`config.mk`:
```
export PLATFORM = sky130hd
export DESIGN_NAME = ahb_gb_master
export DESIGN_NICKNAME = d
export VERILOG_FILES = /design/src/rtl/jtag_types_pkg.sv /design/src/rtl/ahb_size_decode.sv /design/src/rtl/ahb_gb_master.sv
export SDC_FILE = /design/constraint.sdc
export NUM_CORES = 1
export LEC_CHECK = 0
export ABC_AREA = 1
export BUFFER_PORTS_ARGS = -buffer_cell sky130_fd_sc_hd__buf_2
export CAP_MARGIN = 20
export CORE_AREA = 2 2 152 80
export CTS_CLUSTER_SIZE = 24
export DETAILED_ROUTE_END_ITERATION = 7
export DIE_AREA = 0 0 154 82
export GPL_TIMING_DRIVEN = 0
export PLACE_DENSITY = 0.71
export SYNTH_ARGS = -nofsm -noshare
export SYNTH_HDL_FRONTEND = slang
export SYNTH_SLANG_ARGS = --single-unit
```
`constraint.sdc`:
```
create_clock -name AFT_CLK -period 1.8 [get_ports AFT_CLK]
set_input_delay 0.09 -clock AFT_CLK [delete_from_list [all_inputs] [get_ports AFT_CLK]]
set_output_delay 0.09 -clock AFT_CLK [all_outputs]
set_load 0.01 [all_outputs]
```
`src/rtl/jtag_types_pkg.sv`:
```
// ----------------------------------------------------------------------------
// jtag_types_pkg
// Shared types and constants for the debug access path. This slice carries the
// pieces used by the AHB generic-bus master: its FSM state type and the AHB-Lite
// encodings it drives.
// ----------------------------------------------------------------------------
package jtag_types_pkg;

    typedef enum logic [1:0] {
        S_IDLE = 2'b00,
        S_ADDR = 2'b01,
        S_DATA = 2'b10,
        S_DONE = 2'b11
    } ahb_gb_state_t;

    localparam logic [1:0] HTRANS_IDLE   = 2'b00;
    localparam logic [1:0] HTRANS_NONSEQ = 2'b10;

    localparam logic [2:0] HSIZE_BYTE    = 3'b000;
    localparam logic [2:0] HSIZE_HALF    = 3'b001;
    localparam logic [2:0] HSIZE_WORD    = 3'b010;

    localparam logic [2:0] HBURST_SINGLE = 3'b000;

endpackage

```
`src/rtl/ahb_size_decode.sv`:
```
// ----------------------------------------------------------------------------
// ahb_size_decode
// Maps the AP's lane enables onto an AHB transfer size and the low two address
// bits. byte_en 0000 denotes a byte access addressed by addr[1:0]; patterns
// that are not a naturally aligned byte/half/word fall back to a word access.
// Ports:
//   i_byte_en  [3:0]  lane enables from the request
//   i_addr_lo  [1:0]  request address bits [1:0]
//   o_hsize    [2:0]  AHB HSIZE
//   o_addr_lo  [1:0]  HADDR[1:0] to drive
// ----------------------------------------------------------------------------
module ahb_size_decode
    import jtag_types_pkg::*;
(
    input  logic [3:0] i_byte_en,
    input  logic [1:0] i_addr_lo,
    output logic [2:0] o_hsize,
    output logic [1:0] o_addr_lo
);

    always_comb begin
        o_hsize   = HSIZE_WORD;
        o_addr_lo = 2'b00;
        case (i_byte_en)
            4'b1111: begin o_hsize = HSIZE_WORD; o_addr_lo = 2'b00;     end
            4'b0011: begin o_hsize = HSIZE_HALF; o_addr_lo = 2'b00;     end
            4'b1100: begin o_hsize = HSIZE_HALF; o_addr_lo = 2'b10;     end
            4'b0001: begin o_hsize = HSIZE_BYTE; o_addr_lo = 2'b00;     end
            4'b0010: begin o_hsize = HSIZE_BYTE; o_addr_lo = 2'b01;     end
            4'b0100: begin o_hsize = HSIZE_BYTE; o_addr_lo = 2'b10;     end
            4'b1000: begin o_hsize = HSIZE_BYTE; o_addr_lo = 2'b11;     end
            4'b0000: begin o_hsize = HSIZE_BYTE; o_addr_lo = i_addr_lo; end
            default: begin o_hsize = HSIZE_WORD; o_addr_lo = 2'b00;     end
        endcase
    end

endmodule

```
`src/rtl/ahb_gb_master.sv`:
```
// ----------------------------------------------------------------------------
// ahb_gb_master
// Bridges the access point's generic-bus request onto a single-master AHB-Lite
// bus. Each request becomes one non-pipelined SINGLE transfer:
// IDLE -> ADDR (NONSEQ until HREADY) -> DATA (until HREADY or timeout) -> DONE.
// busy drops for exactly the DONE cycle; error qualifies that cycle.
// Ports:
//   AFT_CLK, nRST            clock, async active-low reset
//   ren, wen                 request strobes (wen wins), held until busy=0
//   addr, wdata, byte_en     request payload, sampled only in IDLE
//   rdata, busy, error       AP completion interface
//   HTRANS..HWDATA           AHB-Lite master outputs
//   HRDATA, HREADY, HRESP    AHB-Lite slave response
// ----------------------------------------------------------------------------
module ahb_gb_master
    import jtag_types_pkg::*;
#(
    parameter logic [3:0] HPROT_VAL      = 4'b0011,
    parameter int         TIMEOUT_CYCLES = 256
) (
    input  logic        AFT_CLK,
    input  logic        nRST,
    input  logic        ren,
    input  logic        wen,
    input  logic [31:0] addr,
    input  logic [31:0] wdata,
    input  logic [3:0]  byte_en,
    output logic [31:0] rdata,
    output logic        busy,
    output logic        error,
    output logic [1:0]  HTRANS,
    output logic        HWRITE,
    output logic [31:0] HADDR,
    output logic [2:0]  HSIZE,
    output logic [2:0]  HBURST,
    output logic [3:0]  HPROT,
    output logic [31:0] HWDATA,
    input  logic [31:0] HRDATA,
    input  logic        HREADY,
    input  logic        HRESP
);

    localparam int CNT_RAW = $clog2(TIMEOUT_CYCLES + 1);
    localparam int CNT_W   = (CNT_RAW < 1) ? 1 : CNT_RAW;
    localparam logic [CNT_W-1:0] CNT_MAX = CNT_W'(TIMEOUT_CYCLES);
    localparam logic [CNT_W:0]   CNT_LIM = (CNT_W+1)'(TIMEOUT_CYCLES);
    localparam bit               TO_EN   = (TIMEOUT_CYCLES != 0);

    ahb_gb_state_t    r_state;
    ahb_gb_state_t    w_state_nxt;
    logic             r_dir;
    logic [31:0]      r_haddr;
    logic [2:0]       r_hsize;
    logic [31:0]      r_wdata;
    logic [31:0]      r_rdata;
    logic             r_err;
    logic [CNT_W-1:0] r_cnt;

    logic             w_latch;
    logic             w_cap;
    logic             w_err_d;
    logic             w_timeout;
    logic [CNT_W:0]   w_cnt_inc;
    logic [2:0]       w_hsize;
    logic [1:0]       w_addr_lo;

    ahb_size_decode u_size_decode (
        .i_byte_en (byte_en),
        .i_addr_lo (addr[1:0]),
        .o_hsize   (w_hsize),
        .o_addr_lo (w_addr_lo)
    );

    // Timeout fires on the data-phase cycle in which the count would reach
    // the limit, so the abort lands exactly TIMEOUT_CYCLES cycles into DATA.
    assign w_cnt_inc = {1'b0, r_cnt} + {{CNT_W{1'b0}}, 1'b1};
    assign w_timeout = TO_EN && (w_cnt_inc >= CNT_LIM);

    always_comb begin
        w_state_nxt = r_state;
        w_latch     = 1'b0;
        w_cap       = 1'b0;
        w_err_d     = r_err;
        case (r_state)
            S_IDLE: begin
                if (wen || ren) begin
                    w_latch     = 1'b1;
                    w_state_nxt = S_ADDR;
                end
            end
            S_ADDR: begin
                if (HREADY) w_state_nxt = S_DATA;
            end
            S_DATA: begin
                // A real slave response on the limit cycle still wins over
                // the timeout.
                if (HREADY) begin
                    w_state_nxt = S_DONE;
                    w_err_d     = HRESP;
                    w_cap       = !HRESP && !r_dir;
                end else if (w_timeout) begin
                    w_state_nxt = S_DONE;
                    w_err_d     = 1'b1;
                end
            end
            S_DONE: begin
                w_state_nxt = S_IDLE;
            end
            default: w_state_nxt = S_IDLE;
        endcase
    end

    always_ff @(posedge AFT_CLK or negedge nRST) begin
        if (!nRST) begin
            r_state <= S_IDLE;
            r_dir   <= 1'b0;
            r_haddr <= '0;
            r_hsize <= '0;
            r_wdata <= '0;
            r_rdata <= '0;
            r_err   <= 1'b0;
            r_cnt   <= '0;
        end else begin
            r_state <= w_state_nxt;
            r_err   <= w_err_d;
            if (w_latch) begin
                r_dir   <= wen;
                r_haddr <= {addr[31:2], w_addr_lo};
                r_hsize <= w_hsize;
                r_wdata <= wdata;
                r_cnt   <= '0;
            end else if (r_state == S_DATA && r_cnt != CNT_MAX) begin
                r_cnt <= r_cnt + 1'b1;
            end
            if (w_cap) r_rdata <= HRDATA;
        end
    end

    assign HTRANS = (r_state == S_ADDR) ? HTRANS_NONSEQ : HTRANS_IDLE;
    assign HWRITE = (r_state == S_ADDR) && r_dir;
    assign HADDR  = r_haddr;
    assign HSIZE  = r_hsize;
    assign HBURST = HBURST_SINGLE;
    assign HPROT  = HPROT_VAL;
    assign HWDATA = r_wdata;
    assign rdata  = r_rdata;
    assign busy   = (r_state != S_DONE);
    assign error  = (r_state == S_DONE) && r_err;

endmodule

```
Word level (Yosys, flattened, before mapping)
Index checks and enable logic that the tools add are counted.

Register bits after elaboration: 112. Bits in latches: 0. RAM bits: 0. Memory bits (read-only): 0. Input port bits: 106. Output and inout bits: 111. Memories: 0.

Add/sub/neg operators: 2. $mul: 0. Divide/modulo/power cells: 0. $lt $le $gt $ge: 1. Equality and inequality tests: 14. Shift-type cells: 0. Muxes and demuxes: 16. Bitwise logic cells: 0. Reduce and logical (&&, ||, !) cells: 16.

Operators with widths (count): $mux W9 (2); $pmux W2 S4 (2); $add A9 B1 Y10 const B (1); $ge A10 B9 Y1 const B (1); $mux W2 (5); $add A9 B1 Y9 const B (1); $ne A9 B9 Y1 const B (1); $eq A4 B2 Y1 const B (2); $eq A4 B4 Y1 const B (2); $mux W1 (6); $ne A2 B2 Y1 const B (3); $reduce_or A5 Y1 (1); $eq A2 B2 Y1 const B (2); $eq A4 B1 Y1 const B (1); $eq A4 B3 Y1 const B (1); $logic_and A1 B1 Y1 (4); $logic_not A4 Y1 (1); $pmux W2 S2 (1); $reduce_bool A2 Y1 (2); $reduce_or A2 Y1 (2); $ne A3 B3 Y1 const B (1); $reduce_and A3 Y1 (1); $eq A2 B1 Y1 const B (1); $logic_not A1 Y1 (2); other kinds (3) (3).

Depth between registers and ports, before layout
Word-level depth: 5. Gate-level depth with buffers: 10. Mapped depth without buffers: 10.

By module
A second synthesis with hierarchy kept.

Cells, all modules: 502. Area total of the unflattened synthesis: 4853.4 um2.

By module, submodules not included: ahb_gb_master (instances 1, cells an instance 483, area each 4753.3 um2); ahb_size_decode (instances 1, cells an instance 19, area each 100.1 um2).

Worst setup path before layout
OpenSTA, ideal clock, no wires.

Kind: register to register. Start: reg r_state[0]. End: reg r_rdata[0], in the netlist rdata[0]. Library setup time: 0.125 ns. Arrival time: 1.501 ns. Path slack: 0.174 ns. Stages on the path, launching flop included: 8. Cell sequence: dfrtp_1 > inv_1 > ha_1 > inv_2 > nor3_4 > nand2_2 > buf_6 > mux2_4.

Cells in the longest elaborated chain, start to end: 2.

Ends and longest elaborated chain: start, declared (line ahb_gb_master.sv:49) `ahb_gb_state_t r_state;`; start signal, assigned (line ahb_gb_master.sv:124) `r_state <= w_state_nxt;`; $eq A2 B2 Y1 (line ahb_gb_master.sv:84) `case (r_state)`; $mux W1 (line ahb_gb_master.sv:84); end signal, assigned (line ahb_gb_master.sv:120) `r_rdata <= '0;`; end signal, assigned (line ahb_gb_master.sv:135) `if (w_cap) r_rdata <= HRDATA;`; end, declared (line ahb_gb_master.sv:55) `logic [31:0] r_rdata;`.

No other way between the ends. A chain may end at the register's enable or synchronous reset.

Worst setup path in the final report
Start: reg r_state[0]. End: reg r_rdata[23], in the netlist rdata[23].

The elaborated chain is that of the path after synthesis.

==> results.py <==
metrics = {
    "status": {
        "run_status": "finished clean",
    },
    "place": {
        "placed_area_um2": 6030,
        "dp_hpwl_um": 9260,
        "place_congestion": 0.839,
        "numPlacedInstances": 846,
        "port-buffer-count": 207,
        "preCtsSetupSlack_ns": -0.283,
    },
    "timing": {
        "layout_min_cycle_time_ns": 1.70,
        "fin_skew_ns": 0.0125,
        "final_min_period_over_clock_period_pct": 94.7,
        "timing.final.max_slew_violations": 0,
        "worst_slew_margin_rel_pct": 63.2,
        "fmax_ghz": 0.587,
        "unrepaired_setup_endpoints_after_global_routing": "no",
        "setup_viol": 0,
        "tightest_slew_ns": 0.552,
        "least_setup_slack_across_all_paths_after_layout_ns": 0.0952,
        "hold_ws_ns": 0.0212,
        "finalHoldViolations": 0,
    },
    "logic_synthesis": {
        "share_of_synthesized_area_spent_on_multiplexers_pct": 9.95,
        "synth_cell_types": 29,
        "synth_area_in_compound_gates_pct": 2.29,
        "average_size_of_a_mapped_cell_um2": 9.88,
        "synth_adder_area_share_pct": 1.84,
        "netlist_area_um2": 4750,
        "synth.yosys.warnings": 0,
        "post_synth_and_or_nand_nor_area_fraction_pct": 21.6,
        "synthesis.instances": 481,
        "synth_top_family_by_area": "simple AND/OR/NAND/NOR gates",
        "synth.yosys.seq_area_share_pct": 58.5,
        "synth.ff_latch_count": 111,
        "post_synth_xor_area_fraction_pct": 0.553,
    },
    "critical_path": {
        "critPathKind": "reg -> reg",
        "worst_setup_path_start_kind": "flip-flop",
        "required_ns": 2.02,
        "cp_max_fo": 10,
        "crit_path_end_kind": "flip-flop",
        "arrival_ns": 1.92,
    },
    "detailed_routing": {
        "drtAntennaViolNets": 0,
        "vias_per_cell": 4.55,
        "drt_first_pass_iters": 5,
        "detailed_route_wire_length_um": 13500,
        "drt_wl_cell_um": 14.1,
        "vias": 4361,
        "dr.first_iter.drc_count": 294,
        "remaining_drc_errors": 0,
    },
    "clock_tree": {
        "worst_setup_hold_path_clk_slew_ns": 0.08,
        "tritoncts_clock_tree": "done",
        "htreeDepth": 3,
        "clock_tree.root_cell": "sky130_fd_sc_hd__clkbuf_16",
        "cts_max_path_buffers": 2,
        "worst_skew_pair.late_latency_ns": 0.35,
        "tritoncts_num_sinks": 111,
        "cts-buffers-inserted": 9,
    },
    "power_and_ir_drop": {
        "static-leakage-power_uw": 0.00412,
        "peakVddDrop_uv": 836,
        "p_per_area_nw_per_um2": 1550,
        "final_total_power_uw": 11400,
    },
    "final_layout": {
        "antenna_cells": 0,
        "drive_above_1_share_pct": 36.5,
        "layout_common_cells": "226 x sky130_fd_sc_hd__nand2_1, 213 x sky130_fd_sc_hd__buf_2, 111 x sky130_fd_sc_hd__dfrtp_1",
        "final_area_um2": 7370,
        "nNetsFinal": 916,
        "areaGrowthSynthToFinish_pct": 55.0,
        "final_cells": 958,
        "layout_commonest_cell": "sky130_fd_sc_hd__nand2_1",
    },
    "worst_hold_path": {
        "hp-class": "in -> reg",
    },
    "floorplanning": {
        "initial_core_util_pct": 41.7,
        "core_box_area_um2": 11400,
        "chipHeight_um": 82,
        "die_x_um": 154,
        "i_o_pin_total": 217,
        "number_of_placement_rows": 28,
        "die_area_um2": 12600,
    },
    "global_route": {
        "grt.total_usage_pct": 21.3,
        "grt_pass1_wl_um": 21100,
        "first_global_vias": 4333,
        "grt_max_degree": 72,
        "initial_antenna_violation_count": 0,
        "grt_overflow_total": 0,
    },
    "job": {
        "number_of_max_cap_violations": 0,
    },
}
[path summary, 6_finish.rpt]
kind,from,endpoint,slack (ns),cells past startpoint
max,r_state[0],rdata[23],0.1,7
min,wen,r_dir,0.02,3
max reg2reg,r_state[0],rdata[23],0.1,7
min reg2reg,HSIZE[0],HSIZE[0],0.48,1
max in group asynchronous,nRST,HADDR[26],0.80,3
min in group asynchronous,nRST,HWDATA[15],0.26,2
[final cells by class]
class,instances,area (um^2)
fillers,898,4020
repair buffers,307,2060
clock buffers,10,239
well taps,150,188
clock inverters,6,75.1
plain buffers,25,176
flip-flops and latches,111,2780
multi-input cells,331,1780
inverters,18,72.6
[kinds of logic after synthesis]
group / after synthesis
and+or+nand+nor: 261
muxes: 32
other: 2
buffers and inverters: 46
adders and majority gates: 7
DFF: 111
xor gates and xnor gates: 3
AOI/OAI and AO/OA: 19
[flip-flops by register name (all words and copies together), names as in the netlist]
name and flops:
HADDR 32, HSIZE 2, HWDATA 32, r_cnt 9, r_dir 1, r_err 1
r_state 2, rdata 32
[synthesized netlist by cell type]
master,number,area [um^2]
sky130_fd_sc_hd__clkbuf_1,5,18.8
sky130_fd_sc_hd__clkinv_1,1,3.75
sky130_fd_sc_hd__nor3_4,1,16.3
sky130_fd_sc_hd__buf_4,9,67.6
sky130_fd_sc_hd__nor3_1,4,20.0
sky130_fd_sc_hd__nand3_1,12,60.1
sky130_fd_sc_hd__a21o_1,2,15.0
sky130_fd_sc_hd__a22oi_1,1,7.51
sky130_fd_sc_hd__nand4_1,2,12.5
sky130_fd_sc_hd__dfrtp_1,111,2780
sky130_fd_sc_hd__mux2_4,30,450
sky130_fd_sc_hd__or2_2,2,12.5
sky130_fd_sc_hd__inv_1,14,52.6
sky130_fd_sc_hd__mux2_2,2,22.5
sky130_fd_sc_hd__o31ai_1,2,15.0
sky130_fd_sc_hd__inv_2,3,11.3
sky130_fd_sc_hd__o21ai_0,9,45.0
sky130_fd_sc_hd__o21ai_1,1,5.00
sky130_fd_sc_hd__buf_6,3,33.8
sky130_fd_sc_hd__nand2_2,1,6.26
sky130_fd_sc_hd__xor2_1,3,26.3
sky130_fd_sc_hd__nand3b_1,1,7.51
sky130_fd_sc_hd__nand2_1,226,848
sky130_fd_sc_hd__nor2_1,12,45.0
sky130_fd_sc_hd__a31oi_1,1,6.26
sky130_fd_sc_hd__conb_1,2,7.51
sky130_fd_sc_hd__ha_1,7,87.6
sky130_fd_sc_hd__a21oi_1,3,15.0
sky130_fd_sc_hd__buf_2,11,55.1
[power breakdown]
group	internal, uW	total (uW)	switching, uW
combinational	2270	4970	2700
sequential	3670	4370	697
clock	1140	2060	920
total	7070	11400	4320
[what timing repair did]
item | in CTS | in global routing
endpoints found under the setup margin | 100 | 85
hold buffers | 95 | 0
endpoints found under the hold margin | 134 | 0
setup buffers | 2 | 2
gates resized for setup | 7 | 9
gates cloned | 0 | 0
[stage by stage]
stage,util (%),setup TNS [ns]
after CTS,64.6,0
final,64.7,0
after global placement,52.7,-71.12
after detailed placement,53.0,-11.22
after floorplan,-,0
after global routing,64.7,0
[critical path: stages (launching register included)]
cell and delay, ns:
sky130_fd_sc_hd__dfrtp_1 0.41, sky130_fd_sc_hd__inv_2 0.11, sky130_fd_sc_hd__ha_4 0.17, sky130_fd_sc_hd__inv_2 0.05, sky130_fd_sc_hd__nor3_4 0.21, sky130_fd_sc_hd__nand2_4 0.12, sky130_fd_sc_hd__buf_6 0.18, sky130_fd_sc_hd__mux2_4 0.31
[metal layers]
metal  GRT usage, %  part of all wire (%)  vias to the layer above
li1               -                     -                     2133
met1           28.8                    46                     2057
met2           35.1                    48                      159
met3           4.91                   5.5                       12
met4           5.79                  0.85                        0
met5              0                     0                        -
No activity file was read; power rests on OpenSTA's default activity.
